File: src/rtl/tick_sequencer.sv
// tick_sequencer: emits a single-cycle tick every P enabled clocks and a dir
// level that sweeps up for SPAN ticks, then down for SPAN ticks, so a
// downstream up/down counter traces a triangle wave. P is reloaded at run
// time through a one-entry valid/ready slot that is applied at the next
// prescaler reload.
// Optional feature: define TICK_SEQ_DWELL_EN to insert a one-period tickless
// dwell at every turnaround; dir then inverts at the dwell exit.
module tick_sequencer #(
  parameter int WIDTH          = 16,
  parameter int SPAN           = 8,
  parameter int DEFAULT_PERIOD = 4
) (
  input  logic             clk,
  input  logic             rst,
  input  logic             en,
  input  logic             period_valid,
  input  logic [WIDTH-1:0] period_data,
  output logic             period_ready,
  output logic             tick,
  output logic             dir
);

  localparam logic [WIDTH-1:0] RESET_PERIOD = WIDTH'(DEFAULT_PERIOD);
  localparam logic [WIDTH-1:0] ONE          = WIDTH'(1);
  localparam logic [7:0]       SPAN_LAST    = 8'(SPAN - 1);

`ifdef TICK_SEQ_DWELL_EN
  typedef enum logic [1:0] {S_IDLE, S_UP, S_DOWN, S_DWELL} state_t;
`else
  typedef enum logic [1:0] {S_IDLE, S_UP, S_DOWN} state_t;
`endif

  state_t           state_q, state_d;
  logic [WIDTH-1:0] presc_q, presc_d;
  logic [WIDTH-1:0] period_q, period_d;
  logic [WIDTH-1:0] pend_q, pend_d;
  logic             pend_full_q, pend_full_d;
  logic [7:0]       span_q, span_d;
  logic             tick_q, tick_d;
  logic             dir_q, dir_d;

  logic             accept;
  logic             load;
  logic             counting;
  logic [WIDTH-1:0] reload_val;

  assign period_ready = !pend_full_q;
  assign tick         = tick_q;
  assign dir          = dir_q;

  // A value offered while the slot is full simply waits for period_ready.
  assign accept     = period_valid && !pend_full_q;
  // A pending period takes effect at the very reload that consumes it.
  assign reload_val = (pend_full_q ? pend_q : period_q) - ONE;

  // Next-state logic: handshake, prescaler step, tick/span bookkeeping, turnaround.
  always_comb begin
    // NOTE: every signal written here gets a default first, so no path can infer a latch.
    state_d     = state_q;
    presc_d     = presc_q;
    period_d    = period_q;
    pend_d      = pend_q;
    pend_full_d = pend_full_q;
    span_d      = span_q;
    tick_d      = 1'b0;
    dir_d       = dir_q;
    load        = 1'b0;
    counting    = 1'b0;

    case (state_q)
      S_IDLE: begin
        load     = en;
        counting = en;
        if (en) state_d = S_UP;
      end
      S_UP, S_DOWN: begin
        load     = en && (presc_q == '0);
        counting = en;
      end
`ifdef TICK_SEQ_DWELL_EN
      S_DWELL: begin
        load = en && (presc_q == '0);
      end
`endif
      default: state_d = S_IDLE;
    endcase

    // In IDLE a pending period is taken immediately; otherwise at a reload.
    if (pend_full_q && (load || state_q == S_IDLE)) begin
      period_d    = pend_q;
      pend_full_d = 1'b0;
    end

    // The slot only accepts while empty, so this never collides with the apply above.
    if (accept) begin
      pend_d      = (period_data == '0) ? ONE : period_data;
      pend_full_d = 1'b1;
    end

    if (load) begin
      presc_d = reload_val;
    end else if (en) begin
      presc_d = presc_q - ONE;
    end

    // The prescaler arriving at zero in a run state is the tick.
    if (counting && presc_d == '0) begin
      tick_d = 1'b1;
      if (span_q == SPAN_LAST) begin
        span_d = '0;
`ifdef TICK_SEQ_DWELL_EN
        state_d = S_DWELL;
`else
        state_d = (state_q == S_DOWN) ? S_UP : S_DOWN;
`endif
      end else begin
        span_d = span_q + 8'd1;
      end
    end

`ifdef TICK_SEQ_DWELL_EN
    // Dwell lasts one full period; leave toward the opposite direction.
    if (state_q == S_DWELL && en && presc_d == '0) begin
      state_d = dir_q ? S_DOWN : S_UP;
      dir_d   = !dir_q;
    end
`else
    // The state has already turned while the last tick is shown, so dir
    // follows it one cycle later and that tick keeps the old direction.
    if (tick_q) dir_d = (state_q != S_DOWN);
`endif
  end

  // State and datapath registers; reset also discards any pending period.
  always_ff @(posedge clk) begin
    // NOTE: sequential state is updated with non-blocking assignments only.
    if (rst) begin
      state_q     <= S_IDLE;
      presc_q     <= '0;
      period_q    <= RESET_PERIOD;
      pend_q      <= '0;
      pend_full_q <= 1'b0;
      span_q      <= '0;
      tick_q      <= 1'b0;
      dir_q       <= 1'b1;
    end else begin
      state_q     <= state_d;
      presc_q     <= presc_d;
      period_q    <= period_d;
      pend_q      <= pend_d;
      pend_full_q <= pend_full_d;
      span_q      <= span_d;
      tick_q      <= tick_d;
      dir_q       <= dir_d;
    end
  end

endmodule

File: config.mk
export PLATFORM = sky130hd
export DESIGN_NAME = tick_sequencer
export DESIGN_NICKNAME = d
export VERILOG_FILES = /design/src/rtl/tick_sequencer.sv
export SDC_FILE = /design/constraint.sdc
export NUM_CORES = 1
export LEC_CHECK = 0
export ABC_AREA = 1
export CORE_MARGIN = 2
export CORE_UTILIZATION = 35
export DETAILED_ROUTE_END_ITERATION = 8
export PLACE_DENSITY = 0.54
export SLEW_MARGIN = 20
export SYNTH_ARGS = -nofsm -noshare
export SYNTH_HDL_FRONTEND = slang
export SYNTH_SLANG_ARGS = --single-unit
export TNS_END_PERCENT = 10
File: constraint.sdc
create_clock -name clk -period 2.55 [get_ports clk]
set_input_delay 0.51 -clock clk [delete_from_list [all_inputs] [get_ports clk]]
set_output_delay 0.51 -clock clk [all_outputs]
set_load 0.05 [all_outputs]
==> results.cfg <==
[global_route]
globalRoute.totalOverflow = 0
grt_use_total_pct = 19.2
antenna_found_initial = 0
grt_pass1_wl_um = 18000
grt_pass1_vias = 3894
grt_max_degree = 28

[finish]
syn2layout_area_growth_pct = 24.7
layout_commonest_cell = nand2_1
finalNonFillerCells = 870
antenna_cells = 0
finalNetCount = 754
final_cell_mix = nand2_1 (189), nor2_1 (104), inv_1 (75)
layout-drive-gt1-share_pct = 16.2

[critical_path]
arrival_ns = 2.73
critPathBufInv = 5
crit_slowest_cell = dfxtp_2
r2r-start = pend_full_q$_SDFFE_PP0P_
startpoint_type = flip-flop
cp_cell_sequence = inv_2, nand2_1, nand2_1, buf_4, nand3_2, nor2_1, nand3_1, nand3_1, nand2_1, inv_1, nand2_1, nor2_4, buf_4, nand3_1, nand2_1, inv_1, nor2_1
critical_path_class = reg -> reg
rr_worst_depth = 17
max_stage_delay_ns = 0.34
regToRegEndpoint = span_q[3]$_SDFFE_PP0P_
cpMostUsedCell = nand2_1
r2r_setup_slack_ns = 0.11
critical_path.top_delay_family = simple AND/OR/NAND/NOR gates
end_kind = flip-flop
cp.required_ns = 2.85
crit_fanout = 7

[run]
drv_cap = 0

[sta]
period_minus_slack_ns = 2.44
hold_slack_ns = 0.447
hold_viol = 0
fin_ws_ns = 0.111
setup_viol = 0
fmax_ghz = 0.410
rsz0062_at_grt = yes
min_period_over_period_pct = 95.6
tns_ns = 0
maxSlewViolCount = 0
max_slew_margin_pct = 63.1
worstMarginPinSlew_ns = 0.548
skew_ns = 0.0124

[floorplan]
coreArea_um2 = 10900
die_y_um = 110
fp.dieW_um = 110
io_pins = 23
design.die.area_um2 = 12100
start_util_pct = 36.1
rows = 38

[synthesis]
syn_inst = 671
ys_ff_latch = 61
mappedNetlistArea_um2 = 3930
postSynthAreaPerCell_um2 = 5.86
synth_seq_area_share_pct = 31.0
synthesis.nets = 698
synthDistinctLibCells = 27
synth_warnings = 0

[route]
drtIter0Drc = 195
wl_um = 10800
viasPerCell = 4.79
via_count = 4170
drtAntennaViolNets = 0
drtPass1Iterations = 5
drc = 0
wl_per_cell_um = 12.4

[power_and_ir_drop]
power.density_nw_per_um2 = 595
seq_power_share_pct = 37.3
pwr-share-comb_pct = 38.0
p_sw_mw = 1.12
p_leak_nw = 2.37
p_int_mw = 1.80
switching_share_pct = 38.3
pwr-share-clk_pct = 24.7
power.total_mw = 2.92
ir_drop_mv = 0.304

[run_status]
status = complete, no violations

[place]
dp.final_hpwl_um = 8290
place_congestion = 0.951
numPortBuffers = 22
place_ws_ns = -0.313
dp_cells = 850

[clock_network]
cts_made_buffers = 9
cts-htree-levels = 3
cts_buffer_depth = 2
path_clk_slew_ns = 0.06
cts.hold.buffers_added = 0
cts_sinks = 61
cts_tree = built
clk_latency_ns = 0.36
root_buffer = clkbuf_8

[hold_path]
hp-start = period_q[14]$_SDFFE_PP0P_
min_path_type = reg -> reg
holdPathEnd = period_q[14]$_SDFFE_PP0P_
min_path_cells = 2
## cells by family after synthesis
group	count (synthesis)	synth area share [%]
AND/OR/NAND/NOR	426	46.0
flip-flops	61	31.0
AO/OA/AOI/OAI	65	8.33
XOR/XNOR	9	2.00
adder cells (fa/ha/maj)	7	2.23
buffers and inverters	103	10.4
## power by group through the flow
| stage | logic, mW | clock network (mW) | registers [mW] |
|---|---|---|---|
| finish | 1.11 | 0.721 | 1.09 |
| global route | 1.26 | 0.785 | 1.10 |
| CTS | 1.02 | 0.743 | 1.09 |
| detailed placement | 1.01 | 0 | 1.11 |
| global placement | 1.01 | 0 | 1.11 |
| floorplan | 0.685 | 0 | 1.09 |
## worst max-delay path by stage
stage | startpoint | slack (ns) | end | cells past startpoint
after floorplan | state_q[0]$_SDFF_PP0_ | 0.40 | span_q[1]$_SDFFE_PP0P_ | 20
after global placement | en | -0.28 | span_q[1]$_SDFFE_PP0P_ | 16
after detailed placement | en | -0.31 | span_q[1]$_SDFFE_PP0P_ | 19
after CTS | state_q[0]$_SDFF_PP0_ | 0.03 | span_q[1]$_SDFFE_PP0P_ | 21
after global routing | pend_full_q$_SDFFE_PP0P_ | -0.14 | state_q[0]$_SDFF_PP0_ | 17
final | pend_full_q$_SDFFE_PP0P_ | 0.11 | span_q[3]$_SDFFE_PP0P_ | 17
## per-layer routing
layer  up-vias  track usage (%)  wire length (um)
met3        16             2.82               402
li1       2210                -                 -
met2        75             32.5              5180
met4         0             8.77               248
met1      1869             23.9              4990
met5         -                0                 0
## metrics by stage
| stage | utilization, % | cell area (um2) |
|---|---|---|
| finish | 45.1 | 4910 |
| global route | 45.1 | 4910 |
| CTS | 43.0 | 4690 |
| detailed placement | 41.6 | 4530 |
| global placement | 41.6 | 4530 |
| floorplan | - | 3930 |
## cell usage after synthesis
| master | number | area (um2) |
|---|---|---|
| nand2_2 | 6 | 37.5 |
| nand3_1 | 59 | 295 |
| buf_6 | 2 | 22.5 |
| dfxtp_1 | 61 | 1220 |
| ha_1 | 7 | 87.6 |
| inv_2 | 3 | 11.3 |
| nand3b_1 | 1 | 7.51 |
| o21a_1 | 1 | 7.51 |
| inv_1 | 79 | 297 |
| nor3_1 | 14 | 70.1 |
| clkbuf_1 | 13 | 48.8 |
| o21ai_1 | 2 | 10.0 |
| xnor2_1 | 3 | 26.3 |
| buf_2 | 4 | 20.0 |
| nor2_4 | 3 | 33.8 |
| nor2_2 | 7 | 43.8 |
| nand4_1 | 8 | 50.1 |
| a21oi_1 | 26 | 130 |
| nor2_1 | 115 | 432 |
| nor4_1 | 6 | 37.5 |
| buf_1 | 1 | 3.75 |
| xor2_1 | 6 | 52.6 |
| nand2_1 | 202 | 758 |
| nand3_2 | 3 | 30.0 |
| o21ai_0 | 36 | 180 |
| buf_4 | 1 | 7.51 |
| or2_2 | 2 | 12.5 |
## area by class of cell
type / instances / area (um2)
fillers: 1178 / 5980
multi-input cells: 507 / 2470
flip-flops and latches: 61 / 1230
repair buffers: 66 / 582
inverters: 82 / 308
well taps: 140 / 175
clock buffers: 12 / 135
clock inverters: 2 / 12.5
## timing repair
item,in CTS,in global routing
pin swaps,0,12
setup buffers,0,5
gates resized for setup,2,53
cloned,0,1
setup endpoints to repair,3,22
## sequential cells by signal (all words and copies together), names as in the netlist
register / count
pend_full_q: 1
dir: 1
span_q: 8
tick: 1
state_q: 2
period_q: 16
pend_q: 16
presc_q: 16
## worst min-delay path: stages (launching register included)
cell,delay [ns]
dfxtp_1,0.30
inv_1,0.05
a21oi_1,0.05
No activity file was read; power rests on OpenSTA's default activity.
